`config.mk`:
```
export PLATFORM = sky130hd
export DESIGN_NAME = alu_issue_ctrl
export DESIGN_NICKNAME = d
export VERILOG_FILES = /design/src/rtl/alu_issue_ctrl_pkg.sv /design/src/rtl/alu_issue_ctrl_rr_arb2.sv /design/src/rtl/alu_issue_ctrl.sv
export SDC_FILE = /design/constraint.sdc
export NUM_CORES = 1
export LEC_CHECK = 0
export ABC_CLOCK_PERIOD_IN_PS = 1400
export BUFFER_PORTS_ARGS = -buffer_cell sky130_fd_sc_hd__clkbuf_2
export CORE_AREA = 2 2 119 121
export CTS_CLUSTER_DIAMETER = 40
export DETAILED_ROUTE_END_ITERATION = 8
export DIE_AREA = 0 0 121 123
export PLACE_DENSITY = 0.79
export SLEW_MARGIN = 25
export SYNTH_ARGS = -nofsm -noshare
export SYNTH_HDL_FRONTEND = slang
export SYNTH_HIERARCHICAL = 1
export SYNTH_SLANG_ARGS = --single-unit
export TNS_END_PERCENT = 20
```
`constraint.sdc`:
```
create_clock -name clk -period 1.4 [get_ports clk]
set_input_delay 0.21 -clock clk [delete_from_list [all_inputs] [get_ports clk]]
set_output_delay 0.21 -clock clk [all_outputs]
set_load 0.01 [all_outputs]
```
`src/rtl/alu_issue_ctrl_pkg.sv`:
```
// Shared ALU funct3 codes, issue-controller FSM state codes and response flag bundle.
// Imported by the issue controller, its arbiter and the bench.
package alu_issue_ctrl_pkg;

    localparam logic [2:0] ALU_ADDSUB = 3'd0;
    localparam logic [2:0] ALU_SLL    = 3'd1;
    localparam logic [2:0] ALU_SLT    = 3'd2;
    localparam logic [2:0] ALU_SLTU   = 3'd3;
    localparam logic [2:0] ALU_XOR    = 3'd4;
    localparam logic [2:0] ALU_SRLSRA = 3'd5;
    localparam logic [2:0] ALU_OR     = 3'd6;
    localparam logic [2:0] ALU_AND    = 3'd7;

    typedef enum logic [1:0] {
        ALUQ_IDLE  = 2'd0,
        ALUQ_ISSUE = 2'd1,
        ALUQ_WAIT  = 2'd2,
        ALUQ_RESP  = 2'd3
    } aluq_state_t;

    typedef struct packed {
        logic zero;
        logic neg;
        logic err;
    } rsp_flags_t;

endpackage

```
`src/rtl/alu_issue_ctrl_rr_arb2.sv`:
```
// Two-input round-robin arbiter, purely combinational (0 cycles); a lone requester always wins,
// on contention i_ptr names the favoured port. No backpressure of its own.
module alu_issue_ctrl_rr_arb2 (
    input  logic [1:0] i_req,
    input  logic       i_ptr,
    output logic [1:0] o_gnt
);

    always_comb begin
        o_gnt = i_req;
        if (&i_req) begin
            o_gnt = i_ptr ? 2'b10 : 2'b01;
        end
    end

endmodule

```
`src/rtl/alu_issue_ctrl.sv`:
```
// Shares one multi-cycle ALU between two requesters: accept @T, alu_start @T+1, result @T+3 at best.
// One op in flight; requesters stall (ready low) outside IDLE, start waits on alu_busy, RESP holds until rspN_ready.
module alu_issue_ctrl
    import alu_issue_ctrl_pkg::*;
#(
    parameter int XLEN    = 32,
    parameter int TIMEOUT = 16
) (
    input  logic            clk,
    input  logic            reset,
    input  logic            req0_valid,
    output logic            req0_ready,
    input  logic [6:0]      req0_fun7,
    input  logic [2:0]      req0_fun3,
    input  logic [XLEN-1:0] req0_rs1,
    input  logic [XLEN-1:0] req0_rs2,
    input  logic            req1_valid,
    output logic            req1_ready,
    input  logic [6:0]      req1_fun7,
    input  logic [2:0]      req1_fun3,
    input  logic [XLEN-1:0] req1_rs1,
    input  logic [XLEN-1:0] req1_rs2,
    output logic            rsp0_valid,
    input  logic            rsp0_ready,
    output logic            rsp1_valid,
    input  logic            rsp1_ready,
    output logic [XLEN-1:0] rsp_res,
    output logic            rsp_zero,
    output logic            rsp_neg,
    output logic            rsp_err,
    output logic            alu_start,
    output logic [6:0]      alu_fun7,
    output logic [2:0]      alu_fun3,
    output logic [XLEN-1:0] alu_rs1,
    output logic [XLEN-1:0] alu_rs2,
    input  logic [XLEN-1:0] alu_res,
    input  logic            alu_done,
    input  logic            alu_busy
);

    localparam int            CW      = $clog2(TIMEOUT);
    localparam logic [CW-1:0] CNT_LIM = CW'(TIMEOUT - 1);

    aluq_state_t     r_state;
    aluq_state_t     w_state_nxt;
    logic            r_ptr;
    logic            r_owner;
    logic [CW-1:0]   r_cnt;
    logic [XLEN-1:0] r_res;
    rsp_flags_t      r_flags;
    logic [1:0]      w_gnt;
    logic            w_accept;
    logic            w_rsp_hs;
    logic            w_timeout;

    alu_issue_ctrl_rr_arb2 u_arb (
        .i_req (({req1_valid, req0_valid})),
        .i_ptr (r_ptr),
        .o_gnt (w_gnt)
    );

    assign w_accept  = (r_state == ALUQ_IDLE) && (req0_valid || req1_valid);
    assign w_rsp_hs  = (r_state == ALUQ_RESP) && (r_owner ? rsp1_ready : rsp0_ready);
    assign w_timeout = (r_cnt == CNT_LIM);

    always_ff @(posedge clk) begin
        if (!reset) begin
            r_state <= ALUQ_IDLE;
        end else begin
            r_state <= w_state_nxt;
        end
    end

    always_comb begin
        w_state_nxt = r_state;
        unique case (r_state)
            ALUQ_IDLE:  if (w_accept)              w_state_nxt = ALUQ_ISSUE;
            ALUQ_ISSUE: if (!alu_busy)             w_state_nxt = ALUQ_WAIT;
            ALUQ_WAIT:  if (alu_done || w_timeout) w_state_nxt = ALUQ_RESP;
            ALUQ_RESP:  if (w_rsp_hs)              w_state_nxt = ALUQ_IDLE;
            default:                               w_state_nxt = ALUQ_IDLE;
        endcase
    end

    always_comb begin
        req0_ready = (r_state == ALUQ_IDLE) && w_gnt[0];
        req1_ready = (r_state == ALUQ_IDLE) && w_gnt[1];
        alu_start  = (r_state == ALUQ_ISSUE) && !alu_busy;
        rsp0_valid = (r_state == ALUQ_RESP) && !r_owner;
        rsp1_valid = (r_state == ALUQ_RESP) && r_owner;
    end

    always_ff @(posedge clk) begin
        if (!reset) begin
            r_ptr    <= 1'b0;
            r_owner  <= 1'b0;
            r_cnt    <= '0;
            alu_fun7 <= '0;
            alu_fun3 <= '0;
            alu_rs1  <= '0;
            alu_rs2  <= '0;
            r_res    <= '0;
            r_flags  <= '0;
        end else begin
            if (w_accept) begin
                r_owner  <= w_gnt[1];
                alu_fun7 <= w_gnt[1] ? req1_fun7 : req0_fun7;
                alu_fun3 <= w_gnt[1] ? req1_fun3 : req0_fun3;
                alu_rs1  <= w_gnt[1] ? req1_rs1  : req0_rs1;
                alu_rs2  <= w_gnt[1] ? req1_rs2  : req0_rs2;
            end

            if (alu_start) begin
                r_cnt <= '0;
            end else if (r_state == ALUQ_WAIT) begin
                r_cnt <= r_cnt + CW'(1);
            end

            // done is checked before the limit so a completion on the last WAIT cycle is not reported as a timeout
            if (r_state == ALUQ_WAIT) begin
                if (alu_done) begin
                    r_res        <= alu_res;
                    r_flags.zero <= (alu_res == '0);
                    r_flags.neg  <= alu_res[XLEN-1];
                    r_flags.err  <= 1'b0;
                end else if (w_timeout) begin
                    r_res        <= '0;
                    r_flags.zero <= 1'b1;
                    r_flags.neg  <= 1'b0;
                    r_flags.err  <= 1'b1;
                end
            end

            if (w_rsp_hs) begin
                r_ptr <= ~r_owner;
            end
        end
    end

    assign rsp_res  = r_res;
    assign rsp_zero = r_flags.zero;
    assign rsp_neg  = r_flags.neg;
    assign rsp_err  = r_flags.err;

endmodule

```
==> impl_metrics.toml <==
[routing]
drtPass1Iterations = 4
avgViaCountPerCell = 5.03
vias = 5135
drt_wl_total_mm = 16.6
drtIter0Drc = 219
drc = 0
ant_nets = 0
routedWlPerCell_um = 16.3

[place]
port_buffers = 301
post-place-ws_ps = -216
place.gp.congestion = 0.847
hpwl_mm = 11.4

[synth]
synth_area_um2 = 4890
syn_inst = 514
synth_cell_type_count = 30
synth.avg_cell_area_um2 = 9.52
ys_warn_count = 6
syn-num-nets = 708
yosys_register_bits = 116
ys_seq_area_share_pct = 47.5

[global_routing]
grt-ovfl-total = 0
antenna_found_initial = 1
grt_pass1_vias = 4679
grt_first_pass_wirelength_mm = 23.2
grt_max_degree = 56
grt_usage_pct = 20.1

[die]
fp-row-count = 43
dieArea_um2 = 14900
coreArea_um2 = 13600
io_pins = 302
die_h_um = 123
start_util_pct = 35.9
die_w_um = 121

[timing]
hold_viol_final = 0
rsz0062_at_grt = "yes"
tightest_slew_ps = 401
drv_slew = 0
fin_hold_ws_ps = 66.6
tns_ps = -10760
setup_viol = 83
post-route-worst-setup-slack_ps = -180
fin_worst_skew_ps = 7.37
fmax_mhz = 633
finalWorstPathRequiredPeriod_ps = 1580
maxSlewHeadroom_pct = 73.3
fin_crit_sh_pct = 113

[clock_network]
cts_tree = "built"
hold_buffers = 0
cts_sinks = 116
htreeDepth = 4
clockBufferDepth = 2
path_clk_slew_ps = 50
cts_buffers = 17
cts-root-buf = "clkbuf_16"
clk_latency_ps = 400

[critical_path]
path_buf_inv = 2
critical_path.cell_chain = "ha_4, buf_6, and2b_2, buf_8"
worstPathArrival_ps = 1370
cp_top_family = "flip-flops"
crit_type = "reg2out"
reg2reg_depth = 7
slowest_delay_ps = 360
cp-startpoint = "r_state[1]$_SDFFE_PN0P_"
reg2reg_to = "alu_rs2[12]$_SDFFE_PN0P_"
cp.depth = 4
cp_max_fo = 3
r2r_start = "r_state[1]$_SDFFE_PN0P_"
cp_data_required_time_ps = 1190
end_kind = "primary output"
rrSetupSlack_ps = -170
slowest_stage = "dfxtp_4"
endpoint = "rsp0_valid"
crit_path_start_kind = "flop"

[power]
powerDensity_nw_per_um2 = 1960
p_leak_nw = 3.65
peakVddDrop_mv = 0.852

[final_layout]
syn2layout_area_growth_pct = 59.6
layout-drive-gt1-share_pct = 50.7
num-nets-final = 1021

[outcome]
outcome = "complete, but fails checks"
violations = "setup timing"

[job]
drv_cap = 0

[min_path]
holdCritPathClass = "in2reg"
-- state kept, by name, indices dropped and copies added (netlist names) --
| register | cells |
|---|---|
| rsp_res | 32 |
| rsp_zero | 1 |
| alu_rs1 | 32 |
| alu_rs2 | 32 |
| alu_fun3 | 3 |
| alu_fun7 | 7 |
| r_owner | 1 |
| r_ptr | 1 |
| rsp_err | 1 |
| r_state | 2 |
| r_cnt | 4 |
-- worst reg2reg max path, stage by stage, from the launching register on --
cell and delay (ps):
dfxtp_4 360, inv_2 100, ha_4 160, nor2b_4 250, buf_6 190, clkbuf_16 180
nor2_1 50, a211oi_1 210
-- layout by cell type, fill, tap and decap left out, drive strengths merged --
cell type / synthesis / final
clkbuf: 28 / 322
a21oi: 4 / 4
ha: 6 / 6
nand2b: 3 / 3
xnor2: 1 / 1
a21o: 1 / 1
inv: 5 / 4
diode: 0 / 1
nand2: 3 / 3
and2b: 1 / 1
a21boi: 2 / 2
mux2i: 77 / 77
clkinvlp: 0 / 3
nand4: 3 / 3
and3: 1 / 1
nor2b: 2 / 2
a22oi: 32 / 32
nor2: 115 / 115
bufinv: 0 / 2
nor4: 8 / 8
clkinv: 0 / 6
nand3: 1 / 1
o21ai: 1 / 1
a211oi: 76 / 76
dfxtp: 116 / 116
a31oi: 1 / 1
and2: 4 / 4
a222oi: 1 / 1
buf: 20 / 41
xor2: 2 / 2
-- routing by layer --
layer	GRT usage, %	vias up	share of wire, %	wire length [µm]
met5	0	-	0	0
met2	35.8	239	51	8430
met3	7.06	15	7.7	1270
met1	22.4	2399	40	6700
li1	-	2482	-	-
met4	6.76	0	1.1	187
-- worst min path at each step --
| stage | slack, ps | depth (start not counted) | from | endpoint |
|---|---|---|---|---|
| 2_1_floorplan | 360 | 1 | reset | rsp_zero$_SDFFE_PN0P_ |
| 3_3_place_gp | 450 | 2 | rsp_err$_SDFFE_PN0P_ | rsp_err$_SDFFE_PN0P_ |
| 3_5_place_dp | 470 | 2 | rsp_err$_SDFFE_PN0P_ | rsp_err$_SDFFE_PN0P_ |
| 4_1_cts | 50 | 3 | alu_res[29] | rsp_res[29]$_SDFFE_PN0P_ |
| 5_1_grt | 60 | 3 | alu_res[29] | rsp_res[29]$_SDFFE_PN0P_ |
| 6_report | 70 | 3 | alu_res[29] | rsp_res[29]$_SDFFE_PN0P_ |
-- cell usage after synthesis (all sizes together) --
| library cell | count | area share (%) |
|---|---|---|
| clkbuf | 28 | 2.1 |
| nor2b | 2 | 0.26 |
| a21o | 1 | 0.18 |
| a222oi | 1 | 0.20 |
| and2b | 1 | 0.18 |
| and3 | 1 | 0.13 |
| nor2 | 115 | 8.8 |
| mux2i | 77 | 16 |
| ha | 6 | 1.5 |
| nand3 | 1 | 0.10 |
| a21oi | 4 | 0.41 |
| nand2b | 3 | 0.38 |
| nand2 | 3 | 0.23 |
| inv | 5 | 0.38 |
| nor4 | 8 | 1.0 |
| and2 | 4 | 0.54 |
| nand4 | 3 | 0.38 |
| a21boi | 2 | 0.31 |
| a22oi | 32 | 4.9 |
| xor2 | 2 | 0.36 |
| a31oi | 1 | 0.13 |
| xnor2 | 1 | 0.18 |
| a211oi | 76 | 12 |
| o21ai | 1 | 0.10 |
| dfxtp | 116 | 47 |
| buf | 20 | 2.2 |
-- area by class of cell --
| type | instances | area (µm²) |
|---|---|---|
| Antenna cell | 1 | 2.50 |
| Clock buffer | 21 | 460 |
| Inverter | 5 | 20.0 |
| Multi-Input combinational cell | 345 | 2580 |
| Timing Repair Buffer | 342 | 2090 |
| Sequential cell | 116 | 2330 |
| Tap cell | 180 | 225 |
| Clock inverter | 10 | 108 |
| Fill cell | 1204 | 5800 |
-- cells by family (layout without fill, tap and decap cells) --
family                   count (synthesis)  after routing  synth area share (%)
AND/OR/NAND/NOR                        141            141                  12.0
AO/OA/AOI/OAI                          118            118                  17.9
flip-flops                             116            116                  47.5
multiplexers                            77             77                  15.8
buffers and inverters                   53            378                  4.76
adder cells (fa/ha/maj)                  6              6                  1.53
XOR/XNOR                                 3              3                 0.537
other                                    0              1                     0
-- stage by stage --
| stage | area, µm² | util [%] | instances | power, mW |
|---|---|---|---|---|
| global placement | 6750 | 49.6 | 974 | 9.52 |
| detailed placement | 6750 | 49.6 | 974 | 9.68 |
| floorplan | 5020 | - | 514 | 7.98 |
| finish | 7810 | 57.4 | 1020 | 15.3 |
| CTS | 7590 | 55.8 | 1014 | 14.7 |
| global route | 7810 | 57.4 | 1019 | 16.2 |
-- timing repair --
item                                    CTS  global route
resized for setup                        33            34
endpoints found under the setup margin   98           116
buffers inserted                          6             1
gates cloned                              3             4
pin swaps                                 2            13
hold endpoints to repair                  0             0
-- report_power, final --
part | internal (mW) | switching [mW] | total [mW]
clock network | 2.68 | 1.49 | 4.17
registers | 4.21 | 0.500 | 4.71
logic | 3.00 | 3.46 | 6.45
total | 9.89 | 5.45 | 15.3
Note: power is estimated with default switching activity, not from simulation.
